--- config.mk ---
export PLATFORM = sky130hd
export DESIGN_NAME = decode_stage
export DESIGN_NICKNAME = d
export VERILOG_FILES = /design/src/rtl/decode_stage.sv
export SDC_FILE = /design/constraint.sdc
export NUM_CORES = 1
export LEC_CHECK = 0
export CAP_MARGIN = 10
export CELL_PAD_IN_SITES_DETAIL_PLACEMENT = 1
export CELL_PAD_IN_SITES_GLOBAL_PLACEMENT = 1
export CORE_UTILIZATION = 30
export CTS_BUF_LIST = sky130_fd_sc_hd__clkbuf_2
export DETAILED_ROUTE_END_ITERATION = 6
export PLACE_DENSITY = 0.75
export SLEW_MARGIN = 20
export SYNTH_ARGS = -nofsm -noshare
export SYNTH_HDL_FRONTEND = slang
export SYNTH_SLANG_ARGS = --single-unit
--- constraint.sdc ---
create_clock -name clk -period 4 [get_ports clk]
set_clock_uncertainty 0.2 [all_clocks]
set_input_delay 0.8 -clock clk [delete_from_list [all_inputs] [get_ports clk]]
set_output_delay 0.8 -clock clk [all_outputs]
set_load 0.01 [all_outputs]
--- src/rtl/decode_stage.sv ---
// -----------------------------------------------------------------------------
// decode_stage
//
// Second pipeline stage of the RV64I core. Takes one raw instruction per
// handshake from fetch (together with its pc+4), decodes register indices,
// functs, the sign-extended immediate, the instruction format and the class
// flags, and holds the result in an output register for execute.
//
// A zero word or an instruction whose opcode does not map to a known format
// halts the stage. Only a reset brings it back. A branch flush drops both the
// held instruction and the instruction that fetch is currently presenting.
//
// Ports
//   clk                  clock, all state updates on posedge
//   reset                synchronous, active-low
//   in_valid             fetch presents an instruction
//   in_instruction_bits  raw 32-bit instruction
//   in_pcplus1           address of the instruction + 4
//   in_flush             branch taken: discard held and incoming instruction
//   in_enable            execute consumes out_* this cycle
//   out_accept           decode takes in_* this cycle
//   out_valid            out_* hold a decoded instruction
//   out_pc               in_pcplus1 - 4
//   out_opcode/rd/rs1/rs2/funct3/funct7   raw instruction fields
//   out_imm              sign-extended immediate
//   out_format           R=0 I=1 S=2 B=3 U=4 J=5 invalid=7
//   out_reg_write        instruction writes a non-zero rd
//   out_is_branch/jump/load/store         class flags
//   out_halt             stage halted
//   out_decode_count     instructions decoded since reset (wraps)
// -----------------------------------------------------------------------------
module decode_stage #(
    parameter int ADDRESS_WIDTH     = 64,
    parameter int REGISTER_WIDTH    = 64,
    parameter int INSTRUCTION_WIDTH = 32
) (
    input  logic                         clk,
    input  logic                         reset,
    input  logic                         in_valid,
    input  logic [INSTRUCTION_WIDTH-1:0] in_instruction_bits,
    input  logic [ADDRESS_WIDTH-1:0]     in_pcplus1,
    input  logic                         in_flush,
    input  logic                         in_enable,
    output logic                         out_accept,
    output logic                         out_valid,
    output logic [ADDRESS_WIDTH-1:0]     out_pc,
    output logic [6:0]                   out_opcode,
    output logic [4:0]                   out_rd,
    output logic [4:0]                   out_rs1,
    output logic [4:0]                   out_rs2,
    output logic [2:0]                   out_funct3,
    output logic [6:0]                   out_funct7,
    output logic [REGISTER_WIDTH-1:0]    out_imm,
    output logic [2:0]                   out_format,
    output logic                         out_reg_write,
    output logic                         out_is_branch,
    output logic                         out_is_jump,
    output logic                         out_is_load,
    output logic                         out_is_store,
    output logic                         out_halt,
    output logic [63:0]                  out_decode_count
);

    // Major opcodes
    localparam logic [6:0] OP_LUI      = 7'b0110111;
    localparam logic [6:0] OP_AUIPC    = 7'b0010111;
    localparam logic [6:0] OP_JAL      = 7'b1101111;
    localparam logic [6:0] OP_JALR     = 7'b1100111;
    localparam logic [6:0] OP_LOAD     = 7'b0000011;
    localparam logic [6:0] OP_OPIMM    = 7'b0010011;
    localparam logic [6:0] OP_OPIMM32  = 7'b0011011;
    localparam logic [6:0] OP_SYSTEM   = 7'b1110011;
    localparam logic [6:0] OP_MISCMEM  = 7'b0001111;
    localparam logic [6:0] OP_STORE    = 7'b0100011;
    localparam logic [6:0] OP_BRANCH   = 7'b1100011;
    localparam logic [6:0] OP_OP       = 7'b0110011;
    localparam logic [6:0] OP_OP32     = 7'b0111011;

    typedef enum logic [2:0] {
        FMT_R   = 3'd0,
        FMT_I   = 3'd1,
        FMT_S   = 3'd2,
        FMT_B   = 3'd3,
        FMT_U   = 3'd4,
        FMT_J   = 3'd5,
        FMT_BAD = 3'd7
    } fmt_t;

    typedef enum logic {
        ST_RUN  = 1'b0,
        ST_HALT = 1'b1
    } state_t;

    typedef struct packed {
        logic [ADDRESS_WIDTH-1:0]  pc;
        logic [6:0]                opcode;
        logic [4:0]                rd;
        logic [4:0]                rs1;
        logic [4:0]                rs2;
        logic [2:0]                funct3;
        logic [6:0]                funct7;
        logic [REGISTER_WIDTH-1:0] imm;
        logic [2:0]                format;
        logic                      reg_write;
        logic                      is_branch;
        logic                      is_jump;
        logic                      is_load;
        logic                      is_store;
    } dec_t;

    // Map a major opcode onto its encoding format.
    function automatic fmt_t decode_format(input logic [6:0] opcode);
        fmt_t fmt;
        case (opcode)
            OP_LUI, OP_AUIPC:                          fmt = FMT_U;
            OP_JAL:                                    fmt = FMT_J;
            OP_JALR, OP_LOAD, OP_OPIMM, OP_OPIMM32,
            OP_SYSTEM, OP_MISCMEM:                     fmt = FMT_I;
            OP_STORE:                                  fmt = FMT_S;
            OP_BRANCH:                                 fmt = FMT_B;
            OP_OP, OP_OP32:                            fmt = FMT_R;
            default:                                   fmt = FMT_BAD;
        endcase
        return fmt;
    endfunction

    // Gather the scattered immediate bits into a 32-bit signed value, then
    // widen; the signed cast carries inst[31] into the upper bits.
    function automatic logic signed [REGISTER_WIDTH-1:0] build_imm(
        input logic [31:0] inst,
        input fmt_t        fmt
    );
        logic signed [31:0] imm32;
        imm32 = '0;
        case (fmt)
            FMT_I: imm32 = {{20{inst[31]}}, inst[31:20]};
            FMT_S: imm32 = {{20{inst[31]}}, inst[31:25], inst[11:7]};
            FMT_B: imm32 = {{19{inst[31]}}, inst[31], inst[7], inst[30:25],
                            inst[11:8], 1'b0};
            FMT_U: imm32 = {inst[31:12], 12'b0};
            FMT_J: imm32 = {{11{inst[31]}}, inst[31], inst[19:12], inst[20],
                            inst[30:21], 1'b0};
            default: imm32 = '0;
        endcase
        return REGISTER_WIDTH'(imm32);
    endfunction

    logic [31:0] inst;
    fmt_t        fmt_p0;
    dec_t        dec_p0;
    dec_t        dec_p1;
    logic        valid_p1;
    logic [63:0] count_p1;
    state_t      state;
    state_t      state_next;
    logic        handshake;
    logic        illegal;
    logic        load_en;

    assign inst = in_instruction_bits[31:0];

    // ---- stage p0: combinational decode of the incoming word ----
    always_comb begin
        fmt_p0           = decode_format(inst[6:0]);
        dec_p0           = '0;
        dec_p0.pc        = in_pcplus1 - ADDRESS_WIDTH'(4);
        dec_p0.opcode    = inst[6:0];
        dec_p0.rd        = inst[11:7];
        dec_p0.rs1       = inst[19:15];
        dec_p0.rs2       = inst[24:20];
        dec_p0.funct3    = inst[14:12];
        dec_p0.funct7    = inst[31:25];
        dec_p0.imm       = build_imm(inst, fmt_p0);
        dec_p0.format    = fmt_p0;
        dec_p0.reg_write = (fmt_p0 inside {FMT_R, FMT_I, FMT_U, FMT_J}) &&
                           (inst[11:7] != 5'd0);
        dec_p0.is_branch = (inst[6:0] == OP_BRANCH);
        dec_p0.is_jump   = (inst[6:0] == OP_JAL) || (inst[6:0] == OP_JALR);
        dec_p0.is_load   = (inst[6:0] == OP_LOAD);
        dec_p0.is_store  = (inst[6:0] == OP_STORE);
    end

    // The output register can take a new word when it is empty or when
    // execute is draining it in the same cycle.
    assign out_accept = (state == ST_RUN) && (!valid_p1 || in_enable);
    // Flush outranks a handshake: the incoming word is simply dropped.
    assign handshake  = in_valid && out_accept && !in_flush;
    assign illegal    = (inst == 32'd0) || (fmt_p0 == FMT_BAD);
    assign load_en    = handshake && !illegal;

    // ---- control FSM ----
    always_ff @(posedge clk) begin
        if (!reset) begin
            state <= ST_RUN;
        end else begin
            state <= state_next;
        end
    end

    always_comb begin
        state_next = state;
        out_halt   = 1'b0;
        case (state)
            ST_RUN: begin
                if (handshake && illegal) begin
                    state_next = ST_HALT;
                end
            end
            ST_HALT: begin
                out_halt = 1'b1;
            end
            default: begin
                state_next = ST_RUN;
            end
        endcase
    end

    // ---- stage p1: output register toward execute ----
    // A halting word, a flush, or a drain without replacement all leave the
    // register empty; the field contents are left as they were.
    always_ff @(posedge clk) begin
        if (!reset) begin
            valid_p1 <= 1'b0;
            count_p1 <= 64'd0;
            dec_p1   <= '0;
        end else if (state == ST_RUN) begin
            if (load_en) begin
                dec_p1   <= dec_p0;
                valid_p1 <= 1'b1;
                count_p1 <= count_p1 + 64'd1;
            end else if (in_flush || in_enable || handshake) begin
                valid_p1 <= 1'b0;
            end
        end
    end

    assign out_valid        = valid_p1;
    assign out_pc           = dec_p1.pc;
    assign out_opcode       = dec_p1.opcode;
    assign out_rd           = dec_p1.rd;
    assign out_rs1          = dec_p1.rs1;
    assign out_rs2          = dec_p1.rs2;
    assign out_funct3       = dec_p1.funct3;
    assign out_funct7       = dec_p1.funct7;
    assign out_imm          = dec_p1.imm;
    assign out_format       = dec_p1.format;
    assign out_reg_write    = dec_p1.reg_write;
    assign out_is_branch    = dec_p1.is_branch;
    assign out_is_jump      = dec_p1.is_jump;
    assign out_is_load      = dec_p1.is_load;
    assign out_is_store     = dec_p1.is_store;
    assign out_decode_count = count_p1;

endmodule

# Word level (Yosys, flattened, before mapping)
# Cells that the tools add are included.
word_totals:
  out_inout_bits: 235
  elab_cells: 70
  ff_bits: 202
op_classes:
  addsub: 2
  eq_ne: 19
  n_mux: 7
  bitwise_logic: 1
  reduce_logical: 24
op_table:
  columns: ["cell", "n"]
  rows:
  - ["32-bit case mux with 5 select lines", 1]
  - ["64-bit by 1-bit adder with 64-bit output (second input constant)", 1]
  - ["64-bit by 3-bit subtractor with 64-bit output (second input constant)", 1]
  - ["32-bit zero test", 1]
  - ["7-bit by 6-bit == test with 1-bit output (second input constant)", 4]
  - ["7-bit == test (second input constant)", 4]
  - ["7-bit by 5-bit == test with 1-bit output (second input constant)", 3]
  - ["3-bit case mux with 6 select lines", 1]
  - ["3-bit == test (second input constant)", 3]
  - ["7-bit by 2-bit == test with 1-bit output (second input constant)", 1]
  - ["7-bit by 4-bit == test with 1-bit output (second input constant)", 1]
  - ["3-bit by 2-bit == test with 1-bit output (second input constant)", 2]
  - ["1-bit logical AND", 6]
  - ["6-bit OR reduction", 1]
  - ["1-bit logical OR", 5]
  - ["1-bit 2-to-1 mux", 5]
  - ["5-bit nonzero test", 1]
  - ["2-bit AND reduction", 2]
  - ["4-bit nonzero test", 1]
  - ["2-bit OR reduction", 2]
  - ["3-bit by 1-bit == test with 1-bit output (second input constant)", 1]
  - ["1-bit zero test", 3]
  - ["3-bit zero test", 1]
  - ["2-bit nonzero test", 1]
  - ["1-bit inverter", 1]

# Longest topological paths before layout
# Gate-level depths: netlist of the first run.
logic_depth:
  depth_word: 9
  depth_mapped: 10

# Least setup slack after synthesis of the first run
# OpenSTA, ideal clock, no wires.
synth_timing:
  path_type: "input port to flip-flop"
  startpoint: "in in_pcplus1[2]"
  endpoint: "reg dec_p1, in the netlist out_pc[36]"
  cell_stages: 9
  setup_slack_ns: 0.707
  n_path_buf: 1
  setup_time_ns: 0.132
  arrival_time_ns: 2.961
  path_cell_list: "inv_1 ha_1 or4b_1 or3_1 buf_2 or4_1 nor4_1 xnor2_1 a21oi_1"
synth_between:
  elab_chain_cells: 1
synth_lines:
  columns: ["element", "line_no", "text"]
  rows:
  - ["start, declared", "41", "input logic [ADDRESS_WIDTH-1:0] in_pcplus1,"]
  - ["64-bit by 3-bit subtractor with 64-bit output", "166", "dec_p0.pc = in_pcplus1 - ADDRESS_WIDTH'(4);"]
  - ["end signal, assigned", "228", "dec_p1 <= dec_p0;"]
  - ["end, declared", "151", "dec_t dec_p1;"]
# Every way passes these cells.
# A chain may end at the register's enable or synchronous reset.

# Worst setup path after layout of the first run
layout_timing:
  startpoint: "reg out_imm[31] (netlist name)"
  endpoint: "out out_imm[40]"
layout_rtl:
  columns: ["element", "line_no", "text"]
  rows:
  - ["end, declared", "53", "output logic [REGISTER_WIDTH-1:0] out_imm,"]
# No word-level cell between the ends.

==> metrics.json, run 1 <==
{
  "later_pin_clock_latency_in_the_skew_report": {"value": 0.82, "unit": "ns"},
  "syn_area": {"value": 0.00952, "unit": "mm^2"},
  "vdd.ir_drop.worst": {"value": 0.160, "unit": "mV"},
  "synthMuxAreaShare": {"value": 0.00539},
  "cts.sinks": {"value": 202},
  "avgViaCountPerCell": {"value": 5.14},
  "worstMarginPinSlew": {"value": 0.957, "unit": "ns"},
  "rows": {"value": 64},
  "main_combinational_cell_family_by_area_after_synthesis": {"value": "simple AND/OR/NAND/NOR gates"},
  "slew_viol_final": {"value": 0},
  "placement.cell_area": {"value": 0.0132, "unit": "mm^2"},
  "grt_max_degree": {"value": 83},
  "timing.final.setup_violations": {"value": 0},
  "report.power.total": {"value": 3.98, "unit": "mW"},
  "critical_path_depth": {"value": 1},
  "pre_cts_worst_setup_slack": {"value": 0.0575, "unit": "ns"},
  "critPathLaunch": {"value": "out_imm[31]"},
  "worst_r2r_startpoint": {"value": "out_decode_count[18]"},
  "synthArstFlopShare": {"value": 0},
  "worst_case_reg_to_reg_path_depth": {"value": 6},
  "critical_path_peak_fanout": {"value": 34},
  "cp_slowest_stage_delay": {"value": 0.96, "unit": "ns"},
  "synth_adder_area_share": {"value": 0.00263},
  "finalSetupTns": {"value": 0, "unit": "ns"},
  "ys_seq_area_frac": {"value": 0.425},
  "synth_compound_gate_area_share": {"value": 0.168},
  "cts_made_buffers": {"value": 58},
  "cts_repair_resize_count": {"value": 0},
  "rsz_0062_raised_after_global_routing": {"value": "no"},
  "htree_num_levels": {"value": 2},
  "antenna_found_initial": {"value": 1},
  "fp.coreArea": {"value": 0.0309, "unit": "mm^2"},
  "layout.nets": {"value": 1624},
  "die_height": {"value": 180, "unit": "um"},
  "grt_pass1_wl": {"value": 56600, "unit": "um"},
  "pwr_density_cell": {"value": 290, "unit": "mW/mm^2"},
  "io_pins": {"value": 336},
  "overflow": {"value": 0},
  "clk_pin_slew_worst_paths": {"value": 0.10, "unit": "ns"},
  "area_growth": {"value": 44.2, "unit": "%"},
  "synth-warning-count": {"value": 0},
  "fin_util": {"value": 0.444},
  "per_instance_average_area_after_synthesis": {"value": 8.00, "unit": "um^2"},
  "cts-root-to-sink-buffers": {"value": 3},
  "slew-limit-headroom": {"value": 0.361},
  "area.sequential": {"value": 0.00404, "unit": "mm^2"},
  "post_synth_xor_area_fraction": {"value": 0.0828},
  "dr.first_iter.drc_count": {"value": 470},
  "finish.cell_count_without_fillers": {"value": 1958},
  "timing.critical_path.slowest_stage_cell": {"value": "sky130_fd_sc_hd__dfxtp_1"},
  "detail_route.wirelength": {"value": 35500, "unit": "um"},
  "r2r_end": {"value": "out_decode_count[49]"},
  "cts.root.buffer_cell": {"value": "sky130_fd_sc_hd__clkbuf_2"},
  "yosys.cell_types.count": {"value": 66},
  "fp.dieW": {"value": 180, "unit": "um"},
  "cts_tree": {"value": "yes"},
  "setup.worst_path.end_class": {"value": "output port"},
  "drc": {"value": 0},
  "n_fill_cell": {"value": 3727},
  "postLayoutSetupSlackWorst": {"value": 0.512, "unit": "ns"},
  "regToRegSetupSlack": {"value": 0.88, "unit": "ns"},
  "grt_pass1_vias": {"value": 10400},
  "layout-drive-gt1-share": {"value": 0.0987},
  "detailroute.via_count": {"value": 10100},
  "synth_cells": {"value": 1190},
  "crit_arrival": {"value": 2.49, "unit": "ns"},
  "worst_path_dominant_cell_family": {"value": "flip-flops"},
  "multi_input_comb_area": {"value": 0.00493, "unit": "mm^2"},
  "post_cts_setup_buffers": {"value": 0},
  "detailed_place_hpwl": {"value": 25300, "unit": "um"},
  "post-route-cell-area": {"value": 0.0137, "unit": "mm^2"},
  "drt-pass1-iter-count": {"value": 4},
  "static-leakage-power": {"value": 4.50, "unit": "nW"},
  "placedCellCount": {"value": 1857},
  "worstSetupEndpoint": {"value": "out_imm[40]"},
  "fp.dieArea": {"value": 0.0325, "unit": "mm^2"},
  "final-hold-violation-count": {"value": 0},
  "final.period_utilization": {"value": 0.872},
  "crit_required": {"value": 3.00, "unit": "ns"},
  "ant_nets": {"value": 0},
  "layout_min_cycle_time": {"value": 3.49, "unit": "ns"},
  "critical_path_class": {"value": "reg -> out"},
  "grt.total_usage": {"value": 0.214},
  "hold_buffers": {"value": 0},
  "postSynthNetCount": {"value": 1293},
  "number_of_synthesized_flops_with_an_enable_pin": {"value": 0},
  "synth-simple-area-share": {"value": 0.255},
  "timing.max_cap.violations": {"value": 0},
  "holdWs": {"value": 0.258, "unit": "ns"},
  "numPortBuffers": {"value": 335},
  "ys_ff_latch": {"value": 202},
  "crit_path_cell_trace": {"value": "clkdlybuf4s50_1"},
  "worstHoldPathType": {"value": "reg -> reg"},
  "finalWeightedCongestion": {"value": 0.839},
  "setup.worst_path.start_class": {"value": "flop"},
  "avgRoutedWirePerCell": {"value": 18.1, "unit": "um"},
  "fmax": {"value": 287, "unit": "MHz"},
  "status": {"value": "finished, final reports clean"},
  "cp.buffers_inverters": {"value": 1},
  "postSynth.topFlopCell": {"value": "sky130_fd_sc_hd__dfxtp_1"},
  "initial_util": {"value": 0.308}
}
-- cells in the mapped netlist, drive strengths merged (9+ instances only) --
cell    instances  area [um^2]
a211oi         21          158
nand4          25          163
a21o           10         75.1
buf            41          293
xnor2          50          438
nor3           41          215
nand2         165          619
clkbuf         60          225
xor2           40          350
dfxtp         202         4040
a21oi         128          641
o21ai          85          425
inv            12         45.0
or4            15          118
nand3          43          215
or3            21          143
nor4           28          190
nor2          108          405
a31oi           9         56.3
-- flip-flops by register name, indices dropped and copies added (netlist names) --
signal,count
out_decode_count,64
out_format,3
out_is_jump,1
out_pc,64
out_opcode,7
out_valid,1
out_rd,5
out_funct3,3
out_rs2,5
out_imm,32
out_reg_write,1
out_is_store,1
out_is_load,1
out_rs1,5
state,1
out_funct7,7
out_is_branch,1
-- placed cells by master (no fill, tap or decap), types with 3 or more instances in the layout --
| master | n |
|---|---|
| sky130_fd_sc_hd__a21o_1 | 10 |
| sky130_fd_sc_hd__nor4_1 | 27 |
| sky130_fd_sc_hd__nor3b_1 | 3 |
| sky130_fd_sc_hd__nor2_1 | 108 |
| sky130_fd_sc_hd__a21oi_1 | 128 |
| sky130_fd_sc_hd__or3_1 | 15 |
| sky130_fd_sc_hd__nor2b_1 | 4 |
| sky130_fd_sc_hd__clkinv_1 | 12 |
| sky130_fd_sc_hd__clkbuf_2 | 86 |
| sky130_fd_sc_hd__xnor2_1 | 50 |
| sky130_fd_sc_hd__a31oi_1 | 9 |
| sky130_fd_sc_hd__o21ai_0 | 84 |
| sky130_fd_sc_hd__buf_12 | 5 |
| sky130_fd_sc_hd__a211oi_1 | 21 |
| sky130_fd_sc_hd__and2_1 | 4 |
| sky130_fd_sc_hd__nand4b_1 | 6 |
| sky130_fd_sc_hd__or4_1 | 13 |
| sky130_fd_sc_hd__dfxtp_1 | 202 |
| sky130_fd_sc_hd__nor3_1 | 38 |
| sky130_fd_sc_hd__o211ai_1 | 3 |
| sky130_fd_sc_hd__nand4_1 | 24 |
| sky130_fd_sc_hd__mux2i_1 | 4 |
| sky130_fd_sc_hd__nand3_1 | 43 |
| sky130_fd_sc_hd__nand3b_1 | 6 |
| sky130_fd_sc_hd__xor2_1 | 40 |
| sky130_fd_sc_hd__or3_2 | 5 |
| sky130_fd_sc_hd__o31ai_1 | 6 |
| sky130_fd_sc_hd__clkdlybuf4s50_1 | 334 |
| sky130_fd_sc_hd__a221oi_1 | 4 |
| sky130_fd_sc_hd__inv_1 | 12 |
| sky130_fd_sc_hd__buf_4 | 34 |
| sky130_fd_sc_hd__nand2_1 | 165 |
| sky130_fd_sc_hd__a311oi_1 | 3 |
| sky130_fd_sc_hd__and3_1 | 4 |
| sky130_fd_sc_hd__or3b_2 | 3 |
| sky130_fd_sc_hd__nor3_2 | 3 |
| sky130_fd_sc_hd__nand2b_1 | 7 |
-- final cells by class --
class                      instances  area share
clock inverter                    14     0.00601
timing repair buffer             374       0.270
antenna                            1    0.000182
inverter                          13     0.00373
sequential                       202       0.294
clock buffer                      86      0.0313
multi-input combinational        872       0.359
tap                              396      0.0361
-- power by group --
group	switching, mW	total (mW)	internal, mW
logic	0.202	0.390	0.189
clock network	0.913	1.54	0.632
registers	0.0138	2.05	2.03
-- cells by family after synthesis --
| group | count (synthesis) |
|---|---|
| compound gates | 281 |
| xor+xnor | 90 |
| fa+ha+maj | 2 |
| buf+inv | 116 |
| flops | 202 |
| mux | 5 |
| simple gates | 494 |
-- metal layers --
layer	GRT usage	vias to the layer above	wire length (um)
met4	0.0639	0	810
li1	-	4854	-
met2	0.375	292	17200
met3	0.0540	63	2200
met5	0	-	0
met1	0.255	4850	15200
-- worst reg2reg max path: cells and delay by family (launching register included) --
| family | cells | cell delay (ns) |
|---|---|---|
| compound gates | 1 | 0.14 |
| flops | 1 | 0.46 |
| simple gates | 5 | 2.26 |
-- how the worst min path moves through the flow --
stage / startpoint / endpoint / slack [ns] / depth (start not counted)
global placement: out_pc[59] / out_pc[59] / 0.23 / 2
global route: in_pcplus1[0] / out_pc[0] / 0.23 / 3
floorplan: out_imm[12] / out_imm[12] / 0.28 / 2
detailed placement: out_pc[59] / out_pc[59] / 0.25 / 2
finish: out_opcode[2] / out_opcode[2] / 0.26 / 2
CTS: in_pcplus1[0] / out_pc[0] / 0.21 / 3
Power figures use the tool's default switching activity.
==> inputs of run 2 (changes only) <==
Settings changed: CORE_MARGIN set to 2.
==> metrics.json, run 2 (synthesized netlist as in run 1, its figures left out) <==
{
  "grt.total_usage": {"value": 0.207, "change": "-0.00699"},
  "crit_arrival": {"value": 2.49, "unit": "ns", "change": "about the same"},
  "hold_buffers": {"value": 0, "change": "unchanged"},
  "layout.nets": {"value": 1622, "change": "-0.12%"},
  "avgRoutedWirePerCell": {"value": 18.0, "unit": "um", "change": "-0.67%"},
  "timing.critical_path.slowest_stage_cell": {"value": "sky130_fd_sc_hd__dfxtp_1"},
  "critical_path_peak_fanout": {"value": 34, "change": "unchanged"},
  "grt_pass1_wl": {"value": 55800, "unit": "um", "change": "-1.3%"},
  "fmax": {"value": 287, "unit": "MHz", "change": "about the same"},
  "cts.sinks": {"value": 202, "change": "unchanged"},
  "worstHoldPathType": {"value": "reg -> reg"},
  "worstMarginPinSlew": {"value": 1.12, "unit": "ns", "change": "+0.158 ns"},
  "dr.first_iter.drc_count": {"value": 437, "change": "-7.0%"},
  "static-leakage-power": {"value": 4.49, "unit": "nW", "change": "-0.28%"},
  "slew_viol_final": {"value": 0, "change": "unchanged"},
  "final-hold-violation-count": {"value": 0, "change": "unchanged"},
  "detail_route.wirelength": {"value": 35400, "unit": "um", "change": "-0.26%"},
  "cp.buffers_inverters": {"value": 1, "change": "unchanged"},
  "crit_path_cell_trace": {"value": "clkdlybuf4s50_1"},
  "avgViaCountPerCell": {"value": 5.11, "change": "-0.50%"},
  "pwr_density_cell": {"value": 289, "unit": "mW/mm^2", "change": "-0.25%"},
  "fp.dieW": {"value": 182, "unit": "um", "change": "+1.1%"},
  "cts_repair_resize_count": {"value": 0, "change": "unchanged"},
  "hold_path_depth": {"value": 2, "change": "unchanged"},
  "cts_tree": {"value": "yes"},
  "ant_nets": {"value": 0, "change": "unchanged"},
  "htree_num_levels": {"value": 2, "change": "unchanged"},
  "vdd.ir_drop.worst": {"value": 0.164, "unit": "mV", "change": "+2.8%"},
  "status": {"value": "finished, final reports clean"},
  "clockPowerShare": {"value": 0.387, "change": "about the same"},
  "r2r_end": {"value": "out_decode_count[49]"},
  "regToRegSetupSlack": {"value": 0.85, "unit": "ns", "change": "-0.03 ns"},
  "antenna_found_initial": {"value": 1, "change": "unchanged"},
  "mostFrequentLayoutCell": {"value": "sky130_fd_sc_hd__clkdlybuf4s50_1"},
  "rows": {"value": 65, "change": "+1.6%"},
  "later_pin_clock_latency_in_the_skew_report": {"value": 0.85, "unit": "ns", "change": "+0.03 ns"},
  "cts-root-to-sink-buffers": {"value": 3, "change": "unchanged"},
  "clk_pin_slew_worst_paths": {"value": 0.10, "unit": "ns", "change": "about the same"},
  "timing.max_cap.violations": {"value": 0, "change": "unchanged"},
  "worst_r2r_startpoint": {"value": "out_decode_count[17]"},
  "detailed_place_hpwl": {"value": 25400, "unit": "um", "change": "+0.38%"},
  "initial_util": {"value": 0.303, "change": "-0.00474"},
  "timing.final.setup_violations": {"value": 0, "change": "unchanged"},
  "post_cts_setup_buffers": {"value": 0, "change": "unchanged"},
  "fp.dieArea": {"value": 0.0332, "unit": "mm^2", "change": "+2.2%"},
  "io_pins": {"value": 336, "change": "unchanged"},
  "fin_util": {"value": 0.437, "change": "-0.00739"},
  "die_height": {"value": 182, "unit": "um", "change": "+1.1%"},
  "area_growth": {"value": 44.0, "unit": "%"},
  "finalWeightedCongestion": {"value": 0.827, "change": "-1.4%"},
  "report.power.total": {"value": 3.97, "unit": "mW", "change": "-0.37%"},
  "drc": {"value": 0, "change": "unchanged"},
  "finalSetupTns": {"value": 0, "unit": "ns", "change": "unchanged"},
  "overflow": {"value": 0, "change": "unchanged"},
  "drt-pass1-iter-count": {"value": 4, "change": "unchanged"},
  "p_int": {"value": 2.83, "unit": "mW", "change": "-0.94%"},
  "power.share.switching": {"value": 0.287, "change": "+0.00409"},
  "fp.coreArea": {"value": 0.0314, "unit": "mm^2", "change": "+1.6%"},
  "grt_max_degree": {"value": 93, "change": "+12%"},
  "layout-drive-gt1-share": {"value": 0.0966, "change": "-0.00205"},
  "cts.root.buffer_cell": {"value": "sky130_fd_sc_hd__clkbuf_2"},
  "cp_slowest_stage_delay": {"value": 0.96, "unit": "ns", "change": "about the same"},
  "final.period_utilization": {"value": 0.872, "change": "about the same"},
  "slew-limit-headroom": {"value": 0.257, "change": "-0.105"},
  "worst_path_dominant_cell_family": {"value": "flip-flops"},
  "numPortBuffers": {"value": 335, "change": "unchanged"},
  "p_switching": {"value": 1.14, "unit": "mW", "change": "+1.1%"},
  "worst_case_reg_to_reg_path_depth": {"value": 6, "change": "unchanged"},
  "cts_made_buffers": {"value": 56, "change": "-3.4%"},
  "detailroute.via_count": {"value": 10100, "change": "-0.089%"},
  "grt_pass1_vias": {"value": 10300, "change": "-0.60%"},
  "setup.worst_path.start_class": {"value": "flop"},
  "startpoint_of_the_most_critical_hold_path": {"value": "out_imm[13]"},
  "worst_hold_path_ep": {"value": "out_imm[13]"},
  "rsz_0062_raised_after_global_routing": {"value": "no"},
  "critPathLaunch": {"value": "out_imm[31]"},
  "crit_required": {"value": 3.00, "unit": "ns", "change": "about the same"},
  "setup.worst_path.end_class": {"value": "output port"},
  "critical_path_class": {"value": "reg -> out"},
  "most-common-layout-cells": {"value": "sky130_fd_sc_hd__clkdlybuf4s50_1, sky130_fd_sc_hd__dfxtp_1, sky130_fd_sc_hd__nand2_1, sky130_fd_sc_hd__a21oi_1, sky130_fd_sc_hd__nor2_1"},
  "layout_min_cycle_time": {"value": 3.49, "unit": "ns", "change": "+0.00130 ns"},
  "relative_contribution_of_sequential_cells_to_total_power": {"value": 0.516, "change": "+0.002"},
  "p_comb_frac": {"value": 0.097, "change": "about the same"}
}
## run 2: cell types whose count changed in the layout (fill, tap and decap cells not counted)
cell,change
sky130_fd_sc_hd__buf_12,-2
sky130_fd_sc_hd__clkinv_1,+5
sky130_fd_sc_hd__clkinv_2,+3
sky130_fd_sc_hd__buf_4,+2
sky130_fd_sc_hd__clkbuf_2,-6
sky130_fd_sc_hd__clkinvlp_4,-1
sky130_fd_sc_hd__inv_2,+1
## run 2: worst max-delay path by stage
stage | end | cells past startpoint | slack (ns)
2_1_floorplan | out_pc[36] | 9 | 0.71
3_3_place_gp | out_pc[36] | 9 | 0.15
4_1_cts | out_imm[58] | 1 | 0.34
3_5_place_dp | out_pc[36] | 9 | 0.09
5_1_grt | out_imm[58] | 1 | 0.25
6_report | out_imm[58] | 1 | 0.51
## run 2: layout make-up
class / count / area, um^2
fillers: 3778 / 17700
multi-input cells: 872 / 4930
flip-flops and latches: 202 / 4040
repair buffers: 374 / 3680
well taps: 402 / 503
clock buffers: 80 / 400
clock inverters: 22 / 113
inverters: 13 / 51.3
diodes: 1 / 2.50
## run 2: per-stage QoR
stage	instances	hold WS (ns)	area [um^2]	setup slack [ns]
after global placement	1863	0.236	13200	0.146
after global routing	1966	0.219	13700	0.248
final	1966	0.258	13700	0.510
after floorplan	1190	0.276	9520	0.707
after detailed placement	1863	0.247	13200	0.0926
after CTS	1965	0.190	13700	0.340
## run 2: per-layer routing
metal / up-vias / wire length (um) / GRT usage
met5: - / 0 / 0
met4: 0 / 1170 / 0.0774
met3: 77 / 2610 / 0.0617
met2: 288 / 16900 / 0.352
met1: 4830 / 14700 / 0.246
li1: 4855 / - / -
## run 2: power groups by stage
stage / clock (mW) / sequential [mW] / combinational [mW]
floorplan: 0 / 2.10 / 0.134
global placement: 0 / 2.09 / 0.380
detailed placement: 0 / 2.09 / 0.387
CTS: 1.62 / 2.05 / 0.389
global route: 1.72 / 2.05 / 0.417
finish: 1.53 / 2.05 / 0.387
==> inputs of run 3 (changes only) <==
Settings changed: SKIP_CTS_REPAIR_TIMING set to 1.
==> results of run 3 <==
Final layout, timing and power as in run 2 (identical DEF).
